$ cat src/rtl/mux_n_1_reg_hs.sv
// mux_n_1_reg_hs: registered N:1 operand multiplexer with valid/ready on every port.
// A channel is picked by an external select (mode=0) or a round-robin arbiter
// (mode=1). The chosen word is latched into one output register, and the block
// reports the source index and a count of completed output handshakes.
module mux_n_1_reg_hs #(
    parameter int WIDTH = 32,
    parameter int N_IN  = 4,
    parameter int SEL_W = 2,
    parameter int CNT_W = 16
) (
    input  logic                    clk,
    input  logic                    rst,
    input  logic                    mode,
    input  logic [SEL_W-1:0]        sel,
    input  logic [N_IN*WIDTH-1:0]   in_data,
    input  logic [N_IN-1:0]         in_valid,
    output logic [N_IN-1:0]         in_ready,
    output logic [WIDTH-1:0]        out_data,
    output logic [SEL_W-1:0]        out_src,
    output logic                    out_valid,
    input  logic                    out_ready,
    output logic                    sel_err,
    output logic [CNT_W-1:0]        xfer_cnt
);

    // N_IN widened by one bit so the range checks and the modulo wrap below
    // never overflow the index width.
    localparam logic [SEL_W:0]   N_IN_X   = (SEL_W+1)'(N_IN);
    // The pointer rests on the last channel so the first search starts at 0.
    localparam logic [SEL_W-1:0] RR_RESET = SEL_W'(N_IN-1);

    logic [WIDTH-1:0] out_data_q,  out_data_d;
    logic [SEL_W-1:0] out_src_q,   out_src_d;
    logic             out_valid_q, out_valid_d;
    logic             sel_err_q,   sel_err_d;
    logic [CNT_W-1:0] xfer_cnt_q,  xfer_cnt_d;
    logic [SEL_W-1:0] rr_ptr_q,    rr_ptr_d;

    logic             load_en;
    logic             sel_ok;
    logic [N_IN-1:0]  sel_onehot;
    logic [N_IN-1:0]  rr_gnt;
    logic [N_IN-1:0]  gnt;
    logic [N_IN-1:0]  take_vec;
    logic             take;
    logic [SEL_W-1:0] take_idx;
    logic [WIDTH-1:0] take_data;

    // Round-robin candidates: candidate gi is the channel (gi+1) positions
    // after rr_ptr, wrapped modulo N_IN, held as an index and as a one-hot.
    logic [SEL_W-1:0] rr_cand_idx [N_IN];
    logic [N_IN-1:0]  rr_cand_oh  [N_IN];
    logic [N_IN-1:0]  rr_cand_vld;

    // The output register may take a new word when it is empty or being drained.
    assign load_en = !out_valid_q || out_ready;
    assign sel_ok  = ({1'b0, sel} < N_IN_X);

    generate
        for (genvar gi = 0; gi < N_IN; gi++) begin : g_chan
            logic [SEL_W:0] cand_sum;

            // One-hot decode of the external select; all-zero for an out-of-range sel.
            assign sel_onehot[gi] = (sel == SEL_W'(gi));

            // Pointer plus offset, brought back into range with one subtraction.
            assign cand_sum          = {1'b0, rr_ptr_q} + (SEL_W+1)'(gi + 1);
            assign rr_cand_idx[gi]   = (cand_sum >= N_IN_X) ? SEL_W'(cand_sum - N_IN_X)
                                                            : SEL_W'(cand_sum);
            for (genvar gj = 0; gj < N_IN; gj++) begin : g_oh
                assign rr_cand_oh[gi][gj] = (rr_cand_idx[gi] == SEL_W'(gj));
            end
            assign rr_cand_vld[gi] = |(rr_cand_oh[gi] & in_valid);
        end
    endgenerate

    // Round-robin grant: scan from the farthest candidate to the nearest so the
    // nearest valid channel after rr_ptr ends up as the winner.
    always_comb begin
        rr_gnt = '0;
        for (int i = N_IN - 1; i >= 0; i--) begin
            if (rr_cand_vld[i]) begin
                rr_gnt = rr_cand_oh[i];
            end
        end
    end

    // Combined grant for either mode; at most one bit is ever set.
    always_comb begin
        gnt = '0;
        if (mode) begin
            gnt = rr_gnt;
        end else if (sel_ok) begin
            gnt = sel_onehot & in_valid;
        end
    end

    // Ready is held low in reset. In select mode it ignores in_valid, so a
    // source may wait for ready before raising valid.
    always_comb begin
        in_ready = '0;
        if (!rst) begin
            if (mode) begin
                in_ready = gnt & {N_IN{load_en}};
            end else if (sel_ok) begin
                in_ready = sel_onehot & {N_IN{load_en}};
            end
        end
    end

    assign take_vec = in_valid & in_ready;
    assign take     = |take_vec;

    // Encode the accepted channel and steer its word to the register input.
    always_comb begin
        take_idx  = '0;
        take_data = '0;
        for (int i = 0; i < N_IN; i++) begin
            if (take_vec[i]) begin
                take_idx  = SEL_W'(i);
                take_data = in_data[i*WIDTH +: WIDTH];
            end
        end
    end

    // Next-state: load on a transfer, empty on drain without a new word,
    // otherwise hold. The counter tracks output handshakes and wraps freely.
    always_comb begin
        out_data_d  = out_data_q;
        out_src_d   = out_src_q;
        out_valid_d = out_valid_q;
        rr_ptr_d    = rr_ptr_q;
        if (take) begin
            out_data_d  = take_data;
            out_src_d   = take_idx;
            out_valid_d = 1'b1;
            if (mode) begin
                rr_ptr_d = take_idx;
            end
        end else if (load_en) begin
            out_valid_d = 1'b0;
        end
        xfer_cnt_d = xfer_cnt_q + {{(CNT_W-1){1'b0}}, (out_valid_q && out_ready)};
        sel_err_d  = !mode && !sel_ok && (|in_valid);
    end

    // State registers with asynchronous reset.
    always_ff @(posedge clk or posedge rst) begin
        if (rst) begin
            out_data_q  <= '0;
            out_src_q   <= '0;
            out_valid_q <= 1'b0;
            sel_err_q   <= 1'b0;
            xfer_cnt_q  <= '0;
            rr_ptr_q    <= RR_RESET;
        end else begin
            out_data_q  <= out_data_d;
            out_src_q   <= out_src_d;
            out_valid_q <= out_valid_d;
            sel_err_q   <= sel_err_d;
            xfer_cnt_q  <= xfer_cnt_d;
            rr_ptr_q    <= rr_ptr_d;
        end
    end

    assign out_data  = out_data_q;
    assign out_src   = out_src_q;
    assign out_valid = out_valid_q;
    assign sel_err   = sel_err_q;
    assign xfer_cnt  = xfer_cnt_q;

endmodule

$ cat config.mk
export PLATFORM = sky130hd
export DESIGN_NAME = mux_n_1_reg_hs
export DESIGN_NICKNAME = d
export VERILOG_FILES = /design/src/rtl/mux_n_1_reg_hs.sv
export SDC_FILE = /design/constraint.sdc
export NUM_CORES = 1
export LEC_CHECK = 0
export ABC_AREA = 1
export ABC_CLOCK_PERIOD_IN_PS = 2500
export BUFFER_PORTS_ARGS = -buffer_cell sky130_fd_sc_hd__buf_2
export CORE_MARGIN = 2
export CORE_UTILIZATION = 40
export CTS_CLUSTER_DIAMETER = 30
export DETAILED_ROUTE_END_ITERATION = 10
export PLACE_DENSITY = 0.83
export SKIP_LAST_GASP = 1
export SYNTH_ARGS = -nofsm -noshare
export SYNTH_HDL_FRONTEND = slang
export SYNTH_SLANG_ARGS = --single-unit
$ cat constraint.sdc
create_clock -name clk -period 2.5 [get_ports clk]
set_input_delay 0.125 -clock clk [delete_from_list [all_inputs] [get_ports clk]]
set_output_delay 0.125 -clock clk [all_outputs]
set_load 0.005 [all_outputs]
==> summary.md, run 1 <==
| Metric | Value |
|---|---|
| CP Launch Point | rr_ptr_q[1] |
| Reg2reg path depth | 14 |
| Yosys warnings | 0 |
| Max Freq | 0.4383 GHz |
| Ys flop type | dfrtp_1 |
| Status | finished, violations left |
| Chip height | 99.56 µm |
| Horiz. Die Dim | 99.56 µm |
| Clock transition at path regs | 0.11 ns |
| Avg Cell Area, Syn | 6.714 µm² |
| Largest net degree at the start of global routing | 54 |
| Cts hold-fix bufs | 0 |
| Power, Total | 3.968 mW |
| Post-Syn Nets | 684 |
| Max cap viols | 0 |
| Final Net Count | 871 |
| Metal3 WL | 820 µm |
| Post-Syn Instances | 544 |
| Final Hold Violating Endpoints | 0 |
| Global-route wire length before repair | 17870 µm |
| Post-DP HPWL | 8368 µm |
| DP Cell Count | 829 |
| Core ar. | 8806 µm² |
| Peak VDD IR | 0.0003763 V |
| Synth Cell Area | 3652 µm² |
| Routability congestion estimate | 0.8956 |
| Antenna Nets Post-Route | 0 |
| FP Rows | 34 |
| Place WS | 0.1998 ns |
| Worst-Margin Slew | 0.6763 ns |
| GR Util All Layers | 22.19% |
| Sink Count | 53 |
| Violated checks | design-rule violations |
| Final wirelength | 11250 µm |
| Synth area leaders | dfrtp_1 (35%), nand2_1 (17%), nand3_1 (9.3%) |
| Post-synth EDFFs | 0 |
| Grt ovf | 0 |
| RR Endpoint | out_data[23] |
| Crit share post-route | 91.26% |
| Synth area leader | dfrtp_1 |
| Critical Path Slowest Stage Cell | dfstp_2 |
| PD cells | 820.3 nW/µm² |
| Setup_tns | 0 ns |
| Sequential area share after synthesis | 36.38% |
| Type of origin of the critical path | flop |
| Drt first pass iters | 8 |
| Final routed DRC violation total | 1 |
| Crit-path max cell delay | 0.62 ns |
| CP Class | flop to flop |
| Critical path peak fanout | 20 |
| Distinct cells, synth | 33 |
| Initial antenna violation count | 0 |
| Top routing layer in use | met4 |
| Via density | 4.977 |
| Yosys reg bits | 53 |
| Slew HR | 54.92% |
| Fin crit period | 2.282 ns |
| Final std cells w/o fill | 840 |
| CP most frequent cell | nand2_1 |
| Worst setup margin | 0.2185 ns |
| Skew-Pair Late Insertion Delay | 0.31 ns |
| Starting Density | 41.47% |
| Hold Path Class | input port to asynchronous set/reset pin |
| Async SR Flop Fraction | 100.0% |
| Total I/O pin count | 194 |
| Final setup vio count | 0 |
| Total die area | 9911 µm² |
| Reg2reg setup slack | 0.22 ns |
| Wire length on met1 | 4970 µm |
| Pleak | 2.884 nW |
| Drt initial violations | 156 |
| RSZ-0062 raised after global routing | no |
| Vias | 4181 |
| Fraction of layout cells with a size suffix above 1 | 33.74% |
| H-tree lvl count | 2 |
| Final Max Slew Viols | 0 |
| FF-to-FF Start | rr_ptr_q[1] |
| Final core utilization | 54.93% |
| Clock skew | 0.01343 ns |
| Ant. Diodes | 0 |
| Number of port buffers | 192 |
| Post-synth top area share | 34.94% |
| Number of global-route vias before repair | 3859 |
| CTS tree | built |
| Area growth syn-to-layout | 32.44% |
| CP Capture Type | flop |
| CP required | 2.69 ns |
| Met2 wire len | 5346 µm |
| Clock buffer depth | 2 |
| Critical Path, Cell by Cell | inv_1, nand2_1, inv_1, nand2_1, nand4_1, nor2_1, nand2_1, nand2_1, nand3_4, nand2_4, nor2_4, buf_4, nand3_1, nand3_1 |
| CTS root buf | clkbuf_8 |
| Routed len/inst | 13.39 µm |
| Crit path arrival time | 2.47 ns |
| CTS Buf Count | 5 |
-- power by group --
group | leakage [nW] | switching, mW | internal (mW)
Clock | 0.0452 | 0.311 | 0.205
Sequential | 0.639 | 0.233 | 1.22
Combinational | 2.20 | 1.16 | 0.836
-- cell usage after synthesis (6+ instances only) --
cell type / instances
dfrtp_1: 51
nor2_1: 56
nor3_1: 6
nand2_1: 164
or2_1: 7
nand4_1: 45
clkbuf_1: 7
buf_2: 17
inv_1: 62
xor2_1: 10
a21oi_1: 6
nand3_1: 68
-- cell usage in the layout, fill, tap and decap left out, types with 3 or more instances in the layout --
cell type / Yosys / routed
inv_1: 62 / 61
a21boi_0: 3 / 3
or2_2: 5 / 5
nor2_1: 56 / 55
nand2_2: 5 / 5
a21oi_1: 6 / 6
nand4_1: 45 / 45
nand3_1: 68 / 68
buf_4: 5 / 19
clkbuf_8: 0 / 5
buf_2: 17 / 192
nand2_1: 164 / 164
xor2_1: 10 / 10
or2_1: 7 / 7
nor3_1: 6 / 5
nor2_4: 3 / 3
dfrtp_1: 51 / 51
nand3_2: 4 / 5
-- through the flow --
step | instance area [µm²] | hold WS, ns
final | 4837 | 0.01909
after CTS | 4807 | 0.009931
after floorplan | 3656 | 0.1899
after detailed placement | 4713 | 0.3473
after global placement | 4713 | 0.3423
after global routing | 4837 | 0.001409
-- kinds of logic after synthesis --
| family | after synthesis | synth area share [%] |
|---|---|---|
| fa+ha+maj | 2 | 0.6851 |
| buf+inv | 96 | 11.34 |
| compound gates | 12 | 1.884 |
| other cells | 1 | 0.1027 |
| simple gates | 368 | 46.73 |
| xor+xnor | 12 | 2.878 |
| flops | 53 | 36.38 |
-- final cells by class --
type,count,area (µm²)
Timing Repair Buffer,211,1104
Clock buffer,5,68.82
Inverter,64,249.0
Sequential cell,53,1329
Tap cell,108,135.1
Fill cell,855,3969
Clock inverter,3,25.02
Multi-Input combinational cell,396,1927
-- metal layers --
metal	GRT usage, %	vias to the layer above
met2	38.51	194
met3	3.584	12
met1	28.82	1867
met5	0	-
met4	5.690	0
li1	-	2108
-- registers in the layout (all words and copies together) (netlist names) --
signal / count
out_data: 32
xfer_cnt: 16
out_src: 2
rr_ptr_q: 2
out_valid: 1
-- what timing repair did --
item | in CTS | in global routing
hold endpoints to repair | 0 | 0
endpoints found under the setup margin | 0 | 21
gates resized for setup | 0 | 1
buffers inserted | 0 | 2
-- worst max-delay path: cells and delay by family (launching register included) --
kind / cells / cell delay (ns)
flip-flops: 1 / 0.62
AND/OR/NAND/NOR: 11 / 1.20
buffers and inverters: 3 / 0.35
-- worst max-delay path by stage --
stage / end / slack (ns) / cells after the start
final: out_data[23] / 0.22 / 14
after global routing: xfer_cnt[14] / 0.02 / 11
after CTS: out_data[23] / 0.17 / 14
after detailed placement: out_data[25] / 0.20 / 13
after global placement: out_data[21] / 0.25 / 13
after floorplan: out_valid / 0.47 / 10
Power figures use the tool's default switching activity.
==> inputs of run 2 (changes only) <==
--- a/config.mk
+++ b/config.mk
@@ -13,6 +13,7 @@
 export CTS_CLUSTER_DIAMETER = 30
 export DETAILED_ROUTE_END_ITERATION = 10
 export PLACE_DENSITY = 0.83
+export REMOVE_ABC_BUFFERS = 1
 export SKIP_LAST_GASP = 1
 export SYNTH_ARGS = -nofsm -noshare
 export SYNTH_HDL_FRONTEND = slang
==> summary.md, run 2 (same netlist as run 1, synthesis figures left out) <==
| Metric | Value |
|---|---|
| Core ar. | 8806 µm² |
| CP required | 2.75 ns |
| Final Max Slew Viols | 0 |
| Pleak | 2.884 nW |
| Skew-Pair Late Insertion Delay | 0.30 ns |
| Critical Path Slowest Stage Cell | dfstp_2 |
| Total I/O pin count | 194 |
| Fraction of layout cells with a size suffix above 1 | 33.38% |
| Clock power frac | 12.4% |
| Max Freq | 0.4343 GHz |
| Met2 wire len | 5523 µm |
| Vias | 4185 |
| CP most frequent cell | nand2_1 |
| Cts hold-fix bufs | 0 |
| Number of port buffers | 192 |
| H-tree lvl count | 2 |
| CTS root buf | clkbuf_8 |
| Critical path peak fanout | 15 |
| Final Net Count | 870 |
| Metal3 WL | 867 µm |
| Global-route wire length before repair | 17620 µm |
| Worst-Margin Slew | 0.6688 ns |
| Crit share post-route | 92.10% |
| Via density | 4.988 |
| RSZ-0062 raised after global routing | no |
| Routability congestion estimate | 0.9389 |
| Int Power | 2.291 mW |
| Largest net degree at the start of global routing | 54 |
| Combinational group share of total power | 50.9% |
| Antenna Nets Post-Route | 0 |
| Initial antenna violation count | 0 |
| Final Hold Violating Endpoints | 0 |
| Type of origin of the critical path | flop |
| Critical Path, Cell by Cell | nor2_1, nand2_1, inv_1, nor3_1, nand2_1, nand2_1, nand2_1, nand3_4, nand2_4, nor2_4, nand2_2, inv_4, nand2_1, nand2_1 |
| Fin crit period | 2.302 ns |
| Total die area | 9911 µm² |
| Filler cell count | 893 |
| Starting Density | 41.47% |
| FP Rows | 34 |
| Top routing layer in use | met4 |
| Fin Hold WS | 0.02110 ns |
| Ant. Diodes | 0 |
| Crit path arrival time | 2.55 ns |
| Hold Path Class | input port to asynchronous set/reset pin |
| Status | finished, final reports clean |
| Area growth syn-to-layout | 32.37% |
| Multi-input logic area | 1932 µm² |
| Peak VDD IR | 0.0003269 V |
| Chip height | 99.56 µm |
| Post-DP HPWL | 8409 µm |
| Number of global-route vias before repair | 3777 |
| Grt ovf | 0 |
| GR Util All Layers | 21.86% |
| Sequential Power Share | 36.7% |
| Final routed DRC violation total | 0 |
| Horiz. Die Dim | 99.56 µm |
| CTS tree | built |
| Drt initial violations | 154 |
| PD cells | 819.7 nW/µm² |
| Sink Count | 53 |
| Commonest non-fill, non-tap cells in the layout | buf_2 (192), nand2_1 (164), nand3_1 (68), inv_1 (61), nor2_1 (55) |
| Routed len/inst | 13.46 µm |
| Wire length on met1 | 4677 µm |
| Most common cell after layout, fill and taps aside | buf_2 |
| CP Class | flop to flop |
| Clock skew | 0.007209 ns |
| Largest register FFs | 32 |
| Final setup vio count | 0 |
| Drt first pass iters | 5 |
| Crit-path max cell delay | 0.64 ns |
| CP Capture Type | flop |
| Setup_tns | 0 ns |
| Sw Ratio | 42.20% |
| Max cap viols | 0 |
| CTS Buf Count | 5 |
| Reg area | 1329 µm² |
| P_sw | 1.673 mW |
| Final wirelength | 11300 µm |
| Clock buffer depth | 2 |
| Clock transition at path regs | 0.09 ns |
| Slew HR | 55.41% |
==> run 2: final timing paths <==
path	from	end	slack (ns)	cells past startpoint
hold / removal	rst	out_data[27]	0.02	3
min in group clk	in_data[122]	out_data[26]	0.04	3
setup reg to reg	rr_ptr_q[0]	out_data[13]	0.20	14
setup / recovery	rr_ptr_q[0]	out_data[13]	0.20	14
max in group asynchronous	rst	out_data[26]	2.04	3
hold reg to reg	xfer_cnt[15]	xfer_cnt[15]	0.47	1
==> run 2: power groups by stage <==
stage	sequential (mW)	combinational, mW	clock (mW)
finish	1.45	2.02	0.493
global route	1.51	2.28	0.542
CTS	1.47	1.94	0.514
detailed placement	1.47	1.94	0
global placement	1.48	1.88	0
floorplan	1.49	1.05	0
==> run 2: repair_timing <==
action,4_1_cts,5_1_grt
buffers inserted,0,4
gates resized for setup,0,3
setup endpoints to repair,0,38
==> run 2: layer usage <==
metal  track usage, %  vias up
met5                0        -
met2            38.36      188
met1            26.94     1874
met3            4.708       21
met4            6.428        0
li1                 -     2102
==> run 2: critical path: cells and delay by family, from the launching register on <==
kind | cells | cell delay [ns]
buf+inv | 2 | 0.23
simple gates | 12 | 1.38
flops | 1 | 0.64
==> run 2: area by class of cell <==
type,instances,share of cell area (%)
Tap cell,108,2.795
Clock buffer,8,1.863
Sequential cell,53,27.48
Multi-Input combinational cell,396,39.96
Inverter,64,5.072
Timing Repair Buffer,210,22.83
==> run 2: stage by stage <==
stage                     setup WS, ns  cell area [µm²]  util, %  power, mW  std cells
after floorplan                 -1.179             3483        -      2.539        512
after global placement          0.1739             4692    53.28      3.365        826
after detailed placement       0.09313             4692    53.28      3.414        826
after CTS                      0.08051             4782    54.31      3.921        834
after global routing          0.009551             4835    54.90      4.327        839
final                           0.1976             4835    54.90      3.963        839
